--- src/rtl/mem_line_bridge_if.sv ---
// Signal bundle between the L1 memory arbiter, mem_line_bridge and the external
// narrow-beat memory port. slave = bridge view, master = environment view.
interface mem_line_bridge_if #(
    parameter int ADDR_BITS = 64,
    parameter int LINE_BITS = 128,
    parameter int BEAT_BITS = 32,
    parameter int TAG_BITS  = 2
) ();
    logic                 mem_req_valid;
    logic [ADDR_BITS-1:0] mem_req_addr;
    logic [LINE_BITS-1:0] mem_req_store_data;
    logic [TAG_BITS-1:0]  mem_req_tag;
    logic [4:0]           mem_req_opcode;
    logic                 mem_req_ack;
    logic                 mem_rsp_valid;
    logic [LINE_BITS-1:0] mem_rsp_load_data;
    logic [TAG_BITS-1:0]  mem_rsp_tag;
    logic [4:0]           mem_rsp_opcode;

    logic                 ext_cmd_valid;
    logic                 ext_cmd_ready;
    logic [ADDR_BITS-1:0] ext_cmd_addr;
    logic                 ext_cmd_we;
    logic                 ext_wdata_valid;
    logic                 ext_wdata_ready;
    logic [BEAT_BITS-1:0] ext_wdata;
    logic                 ext_rdata_valid;
    logic [BEAT_BITS-1:0] ext_rdata;

    modport slave (
        input  mem_req_valid, mem_req_addr, mem_req_store_data, mem_req_tag, mem_req_opcode,
        output mem_req_ack, mem_rsp_valid, mem_rsp_load_data, mem_rsp_tag, mem_rsp_opcode,
        output ext_cmd_valid, ext_cmd_addr, ext_cmd_we, ext_wdata_valid, ext_wdata,
        input  ext_cmd_ready, ext_wdata_ready, ext_rdata_valid, ext_rdata
    );

    modport master (
        output mem_req_valid, mem_req_addr, mem_req_store_data, mem_req_tag, mem_req_opcode,
        input  mem_req_ack, mem_rsp_valid, mem_rsp_load_data, mem_rsp_tag, mem_rsp_opcode,
        input  ext_cmd_valid, ext_cmd_addr, ext_cmd_we, ext_wdata_valid, ext_wdata,
        output ext_cmd_ready, ext_wdata_ready, ext_rdata_valid, ext_rdata
    );
endinterface

--- src/rtl/mem_line_bridge.sv ---
// Terminates the arbiter's line-granular port: one line request becomes a command
// plus a burst of narrow beats; read beats are reassembled into a tagged response.
module mem_line_bridge #(
    parameter int             ADDR_BITS = 64,
    parameter int             LINE_BITS = 128,
    parameter int             BEAT_BITS = 32,
    parameter int             TAG_BITS  = 2,
    parameter logic [4:0]     OP_STORE  = 5'd7
) (
    input  logic              clk,
    input  logic              reset,
    mem_line_bridge_if.slave  bus,
    output logic              busy,
    output logic              protocol_err
);
    localparam int NBEATS = LINE_BITS / BEAT_BITS;
    localparam int CW     = (NBEATS > 1) ? $clog2(NBEATS) : 1;
    localparam int OFF    = $clog2(LINE_BITS / 8);
    localparam logic [CW-1:0] LAST = CW'(NBEATS - 1);

    typedef enum logic [2:0] {IDLE, CMD, WDATA, RDATA, RSP} state_t;

    state_t                             state;
    logic [CW-1:0]                      cnt;
    logic [NBEATS-1:0][BEAT_BITS-1:0]   line_q;
    logic [ADDR_BITS-1:0]               addr_q;
    logic [TAG_BITS-1:0]                tag_q;
    logic [4:0]                         op_q;
    logic                               we_q;

    wire last = (cnt == LAST);

    always_ff @(posedge clk or negedge reset) begin
        if (!reset) begin
            state        <= IDLE;
            cnt          <= '0;
            line_q       <= '0;
            addr_q       <= '0;
            tag_q        <= '0;
            op_q         <= '0;
            we_q         <= 1'b0;
            protocol_err <= 1'b0;
        end else begin
            if (bus.ext_rdata_valid && state != RDATA)
                protocol_err <= 1'b1;
            case (state)
                IDLE: if (bus.mem_req_valid) begin
                    addr_q <= {bus.mem_req_addr[ADDR_BITS-1:OFF], OFF'(0)};
                    tag_q  <= bus.mem_req_tag;
                    op_q   <= bus.mem_req_opcode;
                    we_q   <= (bus.mem_req_opcode == OP_STORE);
                    line_q <= bus.mem_req_store_data;
                    cnt    <= '0;
                    state  <= CMD;
                end
                CMD: if (bus.ext_cmd_ready) begin
                    cnt   <= '0;
                    state <= we_q ? WDATA : RDATA;
                end
                WDATA: if (bus.ext_wdata_ready) begin
                    cnt <= last ? '0 : cnt + 1'b1;
                    if (last) state <= RSP;
                end
                RDATA: if (bus.ext_rdata_valid) begin
                    line_q[cnt] <= bus.ext_rdata;
                    cnt         <= last ? '0 : cnt + 1'b1;
                    if (last) state <= RSP;
                end
                RSP:     state <= IDLE;
                default: state <= IDLE;
            endcase
        end
    end

    // ack must land in the capture cycle itself, so it is the only output
    // that depends on an input; gated by reset so it stays 0 while held.
    assign bus.mem_req_ack       = reset && (state == IDLE) && bus.mem_req_valid;

    assign bus.ext_cmd_valid     = (state == CMD);
    assign bus.ext_cmd_addr      = (state == CMD) ? addr_q : '0;
    assign bus.ext_cmd_we        = (state == CMD) && we_q;
    assign bus.ext_wdata_valid   = (state == WDATA);
    assign bus.ext_wdata         = (state == WDATA) ? line_q[cnt] : '0;

    assign bus.mem_rsp_valid     = (state == RSP);
    assign bus.mem_rsp_load_data = (state == RSP && !we_q) ? line_q : '0;
    assign bus.mem_rsp_tag       = (state == RSP) ? tag_q : '0;
    assign bus.mem_rsp_opcode    = (state == RSP) ? op_q : '0;

    assign busy = (state != IDLE);
endmodule

--- src/flat_wrapper.sv ---
// flat-port wrapper written by rule: the top's interface ports become plain ports
module mem_line_bridge_flat 
#(
    parameter int             ADDR_BITS = 64,
    parameter int             LINE_BITS = 128,
    parameter int             BEAT_BITS = 32,
    parameter int             TAG_BITS  = 2,
    parameter logic [4:0]     OP_STORE  = 5'd7
)
  (clk, reset, busy, protocol_err, bus_mem_req_valid, bus_mem_req_addr, bus_mem_req_store_data, bus_mem_req_tag, bus_mem_req_opcode, bus_mem_req_ack, bus_mem_rsp_valid, bus_mem_rsp_load_data, bus_mem_rsp_tag, bus_mem_rsp_opcode, bus_ext_cmd_valid, bus_ext_cmd_addr, bus_ext_cmd_we, bus_ext_wdata_valid, bus_ext_wdata, bus_ext_cmd_ready, bus_ext_wdata_ready, bus_ext_rdata_valid, bus_ext_rdata);
  mem_line_bridge_if #(.ADDR_BITS(ADDR_BITS), .LINE_BITS(LINE_BITS), .BEAT_BITS(BEAT_BITS), .TAG_BITS(TAG_BITS)) bus_i ();
  input  logic clk;
  input  logic reset;
  output logic busy;
  output logic protocol_err;
  input wire logic [$bits(bus_i.mem_req_valid)-1:0] bus_mem_req_valid;
  input wire logic [$bits(bus_i.mem_req_addr)-1:0] bus_mem_req_addr;
  input wire logic [$bits(bus_i.mem_req_store_data)-1:0] bus_mem_req_store_data;
  input wire logic [$bits(bus_i.mem_req_tag)-1:0] bus_mem_req_tag;
  input wire logic [$bits(bus_i.mem_req_opcode)-1:0] bus_mem_req_opcode;
  output wire logic [$bits(bus_i.mem_req_ack)-1:0] bus_mem_req_ack;
  output wire logic [$bits(bus_i.mem_rsp_valid)-1:0] bus_mem_rsp_valid;
  output wire logic [$bits(bus_i.mem_rsp_load_data)-1:0] bus_mem_rsp_load_data;
  output wire logic [$bits(bus_i.mem_rsp_tag)-1:0] bus_mem_rsp_tag;
  output wire logic [$bits(bus_i.mem_rsp_opcode)-1:0] bus_mem_rsp_opcode;
  output wire logic [$bits(bus_i.ext_cmd_valid)-1:0] bus_ext_cmd_valid;
  output wire logic [$bits(bus_i.ext_cmd_addr)-1:0] bus_ext_cmd_addr;
  output wire logic [$bits(bus_i.ext_cmd_we)-1:0] bus_ext_cmd_we;
  output wire logic [$bits(bus_i.ext_wdata_valid)-1:0] bus_ext_wdata_valid;
  output wire logic [$bits(bus_i.ext_wdata)-1:0] bus_ext_wdata;
  input wire logic [$bits(bus_i.ext_cmd_ready)-1:0] bus_ext_cmd_ready;
  input wire logic [$bits(bus_i.ext_wdata_ready)-1:0] bus_ext_wdata_ready;
  input wire logic [$bits(bus_i.ext_rdata_valid)-1:0] bus_ext_rdata_valid;
  input wire logic [$bits(bus_i.ext_rdata)-1:0] bus_ext_rdata;
  assign bus_i.mem_req_valid = bus_mem_req_valid;
  assign bus_i.mem_req_addr = bus_mem_req_addr;
  assign bus_i.mem_req_store_data = bus_mem_req_store_data;
  assign bus_i.mem_req_tag = bus_mem_req_tag;
  assign bus_i.mem_req_opcode = bus_mem_req_opcode;
  assign bus_mem_req_ack = bus_i.mem_req_ack;
  assign bus_mem_rsp_valid = bus_i.mem_rsp_valid;
  assign bus_mem_rsp_load_data = bus_i.mem_rsp_load_data;
  assign bus_mem_rsp_tag = bus_i.mem_rsp_tag;
  assign bus_mem_rsp_opcode = bus_i.mem_rsp_opcode;
  assign bus_ext_cmd_valid = bus_i.ext_cmd_valid;
  assign bus_ext_cmd_addr = bus_i.ext_cmd_addr;
  assign bus_ext_cmd_we = bus_i.ext_cmd_we;
  assign bus_ext_wdata_valid = bus_i.ext_wdata_valid;
  assign bus_ext_wdata = bus_i.ext_wdata;
  assign bus_i.ext_cmd_ready = bus_ext_cmd_ready;
  assign bus_i.ext_wdata_ready = bus_ext_wdata_ready;
  assign bus_i.ext_rdata_valid = bus_ext_rdata_valid;
  assign bus_i.ext_rdata = bus_ext_rdata;
  mem_line_bridge #(.ADDR_BITS(ADDR_BITS), .LINE_BITS(LINE_BITS), .BEAT_BITS(BEAT_BITS), .TAG_BITS(TAG_BITS), .OP_STORE(OP_STORE)) u_core (.clk(clk), .reset(reset), .bus(bus_i), .busy(busy), .protocol_err(protocol_err));
endmodule
--- config.mk ---
export PLATFORM = sky130hd
export DESIGN_NAME = mem_line_bridge_flat
export DESIGN_NICKNAME = d
export VERILOG_FILES = /design/src/rtl/mem_line_bridge_if.sv /design/src/rtl/mem_line_bridge.sv /design/src/flat_wrapper.sv
export SDC_FILE = /design/constraint.sdc
export NUM_CORES = 1
export LEC_CHECK = 0
export ABC_AREA = 0
export ABC_CLOCK_PERIOD_IN_PS = 4650
export CAP_MARGIN = 15
export CORE_AREA = 2 2 184 186
export DETAILED_ROUTE_END_ITERATION = 8
export DIE_AREA = 0 0 186 188
export PLACE_DENSITY = 0.67
export SLEW_MARGIN = 20
export SYNTH_ARGS = -nofsm -noshare
export SYNTH_HDL_FRONTEND = slang
export SYNTH_SLANG_ARGS = --single-unit
--- constraint.sdc ---
create_clock -name clk -period 4.65 [get_ports clk]
set_input_delay 0.93 -clock clk [delete_from_list [all_inputs] [get_ports clk]]
set_output_delay 0.93 -clock clk [all_outputs]
set_load 0.02 [all_outputs]
Yosys cells after proc, flatten, opt, wreduce, memory -nomap -nowiden
Cells that the tools add are included.
{"block": "op_classes", "addsub": 1, "n_lt_le_gt_ge": 2, "reduce_logical": 15, "muxes": 26, "n_eq_ne": 11}
{"cell": "$mux 128", "count": 3}
{"cell": "$pmux 128 s2", "count": 1}
{"cell": "$bwmux 128", "count": 1}
{"cell": "$mux 32", "count": 3}
{"cell": "$bmux 32 s2", "count": 1}
{"cell": "$demux 32 s2", "count": 1}
{"cell": "$mux 64", "count": 1}
{"cell": "$mux 3", "count": 5}
{"cell": "$mux 2", "count": 6}
{"cell": "$pmux 3 s4", "count": 1}
{"cell": "$pmux 2 s4", "count": 1}
{"cell": "$eq 3x2->1 const B", "count": 2}
{"cell": "$logic_and 1x1->1", "count": 6}
{"cell": "$eq 5x3->1 const B", "count": 1}
{"cell": "$mux 5", "count": 1}
{"cell": "$reduce_and 5->1", "count": 1}
{"cell": "$ne 2x1->1 const B", "count": 2}
{"cell": "$ne 2x2->1 const B", "count": 2}
{"cell": "$reduce_and 4->1", "count": 1}
{"cell": "$reduce_bool 4->1", "count": 1}
{"cell": "$eq 3x1->1 const B", "count": 1}
{"cell": "$eq 3x3->1 const B", "count": 1}
{"cell": "$logic_not 3->1", "count": 1}
{"cell": "$lt 2x3->1 const B", "count": 1}
{"cell": "other kinds (10)", "count": 10}
{"block": "word_totals", "word_cells": 66, "regBits": 202, "in_bits": 237, "output_inout_bits": 238}

Longest topological paths before layout
{"block": "depth", "depth_word": 7, "depth_mapped": 10, "depth_no_buf": 6}

Worst setup path after synthesis
No wires, ideal clock.
{"block": "synth_path", "path_type": "register to output", "startpoint": "reg u_core.state[1]", "endpoint": "out bus_ext_cmd_addr[54]", "path_stages_with_launch": 5, "arrival_time_ps": 1694, "path_slack_ps": 2026, "n_path_buf": 2, "required_time_ps": 3720, "cell_sequence": "dfrtp_1 buf_4 nor3b_1 clkbuf_1 and2_1"}
{"block": "synth_between", "elab_chain_cells": 2}
{"item": "start: declaration", "line": "mem_line_bridge.sv:23", "source": "state_t state;"}
{"item": "start signal: assignment", "line": "mem_line_bridge.sv:58", "source": "state <= we_q ? WDATA : RDATA;"}
{"item": "$eq 3x1->1"}
{"item": "named net bus_ext_cmd_valid", "line": "flat_wrapper.sv:26", "source": "output wire logic [$bits(bus_i.ext_cmd_valid)-1:0] bus_ext_cmd_valid;"}
{"item": "$mux 64", "line": "mem_line_bridge.sv:80", "source": "assign bus.ext_cmd_addr = (state == CMD) ? addr_q : '0;"}
{"item": "end: declaration", "line": "flat_wrapper.sv:27", "source": "output wire logic [$bits(bus_i.ext_cmd_addr)-1:0] bus_ext_cmd_addr;"}
The timed path passes the listed nets, and every way through them passes these cells.

Worst setup path after layout
{"block": "layout_path", "startpoint": "reg u_core.state[0]", "endpoint": "out bus_mem_rsp_load_data[41]"}
{"block": "layout_between", "elab_chain_cells": 3}
{"item": "$eq 3x3->1", "line": "mem_line_bridge.sv:86", "source": "assign bus.mem_rsp_load_data = (state == RSP && !we_q) ? line_q : '0;"}
{"item": "$logic_and 1x1->1", "line": "mem_line_bridge.sv:86"}
{"item": "$mux 128", "line": "mem_line_bridge.sv:86"}
{"item": "end: declaration", "line": "flat_wrapper.sv:23", "source": "output wire logic [$bits(bus_i.mem_rsp_load_data)-1:0] bus_mem_rsp_load_data;"}
No other way between the ends.

==> impl_metrics.ini <==
[clock_tree]
cts_buffer_depth = 3
cts_max_level = 1
root_buffer = clkbuf_16
cts_tree = yes
clkTransAtPathRegs_ps = 60
clock_sinks = 202
insertion_delay_ps = 530
postCtsSetupBuffers = 0
hold_buffers = 0
cts_resized = 0
cts_made_buffers = 24

[synthesis]
ys_ff_latch = 202
syn_avg_cell_area_sq_um = 9.26
synth_seq_area_share = 0.444
yosysUniqueCellTypes = 32
synthCells = 1230
ys.warnings.count = 0
netlist_area_sq_um = 11400

[power]
p_switching_uw = 4310
vdd_drop_max_v = 0.000365
p_per_area_nw_per_um2 = 615
p_int_uw = 6250
p_leak_uw = 0.00722
seqPwrFrac = 0.322
pwr-share-comb = 0.487
clockPowerShare = 0.192
switching_share = 0.408

[worst_setup_path]
critPathKind = reg2out
crit_required_ps = 3720
path_cells = nor2_1 > buf_4 > and2_4 > buf_4 > and3_1 > clkdlybuf4s50_1
crit_family = buffers and inverters
crit_path_max_fanout = 46
cp_num_buf_inv = 3
crit_path_top_delay_cell = clkdlybuf4s50_1
cp.arrival_ps = 3150
cp-start-kind = flip-flop
worst_path_most_repeated_cell = buf_4
rrSetupSlack_ps = 1430
reg2reg_from = u_core.cnt[1]
cpPeakStageDelay_ps = 640
end_kind = output pin
cp-startpoint = u_core.state[0]

[global_route]
grt_max_degree = 153
gr-total-overflow = 0
antenna_found_initial = 9
grt_usage = 0.253
grt_pass1_vias = 11000
grt_pass1_wl_mm = 67.4

[floorplanning]
ioPinCount = 475
core_sq_um = 33100
rows = 67
start_util = 0.344
die_w_microns = 186
die_height_microns = 188
die_area_sq_um = 35000

[drt]
drt-total-wl_mm = 45.9
ant_nets = 0
wl_per_cell_microns = 22.0
vias = 11300
drt_iter0_drc = 972
first_pass_iters = 5
drc_errors = 0
via_per_inst = 5.41

[cells_and_area]
syn_to_final_growth_pct = 50.8
final_util = 0.519
layout.nets = 1858
drive_above_1_share = 0.112
n_fill_cell = 3033

[place]
dp_hpwl_mm = 30.5
numPortBuffers = 466
gp_congestion = 0.877

[sta]
rsz0062_at_grt = no
final.setup.tns_ps = 0
finClkSkew_ps = 22.4
period_minus_slack_ps = 4080
worstMarginPinSlew_ps = 1180
max_freq_mhz = 245
setup_violations = 0
drv_slew = 0
hold_violations = 0
fin_crit_sh = 0.878
relSlewSlack = 0.210

[worst_hold_path]
min_path_type = in2async

[run_status]
status = finished, final reports clean

[flow_run]
max_cap_viol_count = 0
==> metrics by stage <==
step | hold WS (ps) | cells | total power (uW) | setup WS (ps) | area, sq um
after detailed placement | 451 | 2039 | 8550 | 1130 | 16300
after global routing | 379 | 2089 | 11200 | 416 | 17200
after floorplan | 472 | 1233 | 6500 | 2030 | 11400
after CTS | 362 | 2082 | 10600 | 559 | 17200
final | 356 | 2089 | 10600 | 568 | 17200
after global placement | 439 | 2039 | 8410 | 1160 | 16300
==> sequential cells by signal (all words and copies together) (netlist names) <==
register,count
u_core.we_q,1
u_core.protocol_err,1
u_core.addr_q,60
u_core.op_q,5
u_core.cnt,2
u_core.tag_q,2
u_core.state,3
u_core.line_q,128
==> power groups by stage <==
stage / Sequential (uW) / Clock [uW] / Combinational (uW)
floorplan: 3040 / 0 / 3460
global placement: 3360 / 0 / 5050
detailed placement: 3410 / 0 / 5140
CTS: 3380 / 2070 / 5160
global route: 3500 / 2130 / 5530
finish: 3400 / 2020 / 5140
==> routing by layer <==
metal / vias to the layer above / share of wire / track usage / routed length, microns
met5: - / 0.00028 / 0 / 13
met3: 95 / 0.11 / 0.0588 / 4890
met1: 5436 / 0.39 / 0.319 / 17700
met4: 2 / 0.035 / 0.104 / 1610
met2: 621 / 0.47 / 0.416 / 21600
li1: 5146 / - / - / -
==> synth_stat cells <==
master	count	area share
a21oi_4	4	0.0057
inv_1	5	0.0016
and3_1	168	0.092
nand2_1	132	0.044
ha_1	4	0.0044
or3b_1	1	0.00077
nor3_1	3	0.0013
nor2_1	132	0.044
a31oi_1	128	0.070
nor3b_1	1	0.00066
o21ai_0	2	0.00088
nand3_1	131	0.058
buf_6	9	0.0089
nor4bb_1	1	0.00088
buf_4	10	0.0066
mux4_2	32	0.063
nor4_1	1	0.00055
nand2b_1	3	0.0016
or2_1	1	0.00055
mux2_2	67	0.066
nand4_1	4	0.0022
clkbuf_1	78	0.026
a21oi_1	2	0.00088
a22o_1	2	0.0015
a21o_1	4	0.0026
o211ai_1	1	0.00066
buf_1	6	0.0020
conb_1	1	0.00033
buf_2	31	0.014
and2_1	63	0.035
dfrtp_1	202	0.44
mux2i_1	1	0.00088
==> layout by cell type, fill, tap and decap left out, types with 6 or more instances in the layout <==
cell / instances
mux2_2: 67
a31oi_1: 128
nand3_1: 131
nor2_1: 130
clkbuf_8: 6
diode_2: 7
and3_1: 168
clkdlybuf4s50_1: 465
clkbuf_16: 24
nand2_1: 132
buf_4: 19
and2_1: 61
mux4_2: 32
dfrtp_1: 199
buf_12: 7
==> worst register-to-register path, delay by kind of cell (launching register included) <==
kind            cells  cell delay (ps)
fa+ha+maj           1              190
compound gates      2              700
simple gates        2              360
flops               1              830
buf+inv             3             1050
==> final cells by class <==
| type | count | area (sq um) | share of cell area |
|---|---|---|---|
| multi-input combinational | 892 | 5720 | 0.333 |
| sequential | 202 | 5060 | 0.295 |
| timing repair buffer | 492 | 4950 | 0.288 |
| clock buffer | 33 | 684 | 0.0398 |
| tap | 448 | 561 | 0.0326 |
| clock inverter | 10 | 168 | 0.00976 |
| inverter | 5 | 18.8 | 0.00109 |
| antenna | 7 | 17.5 | 0.00102 |
==> kinds of logic after synthesis <==
group | after synthesis | synth area share
AO/OA/AOI/OAI | 143 | 0.0826
adder cells (fa/ha/maj) | 4 | 0.00439
buffers and inverters | 139 | 0.0584
flip-flops | 202 | 0.444
multiplexers | 100 | 0.130
other | 1 | 0.000329
AND/OR/NAND/NOR | 641 | 0.280
==> worst paths after layout <==
kind / depth (start not counted) / to
max: 6 / bus_mem_rsp_load_data[41]
min: 1 / u_core.line_q[14]
max reg2reg: 8 / u_core.line_q[40]
min reg2reg: 1 / u_core.protocol_err
max in group asynchronous: 2 / u_core.cnt[0]
min in group clk: 1 / u_core.protocol_err
Note: power is estimated with default switching activity, not from simulation.
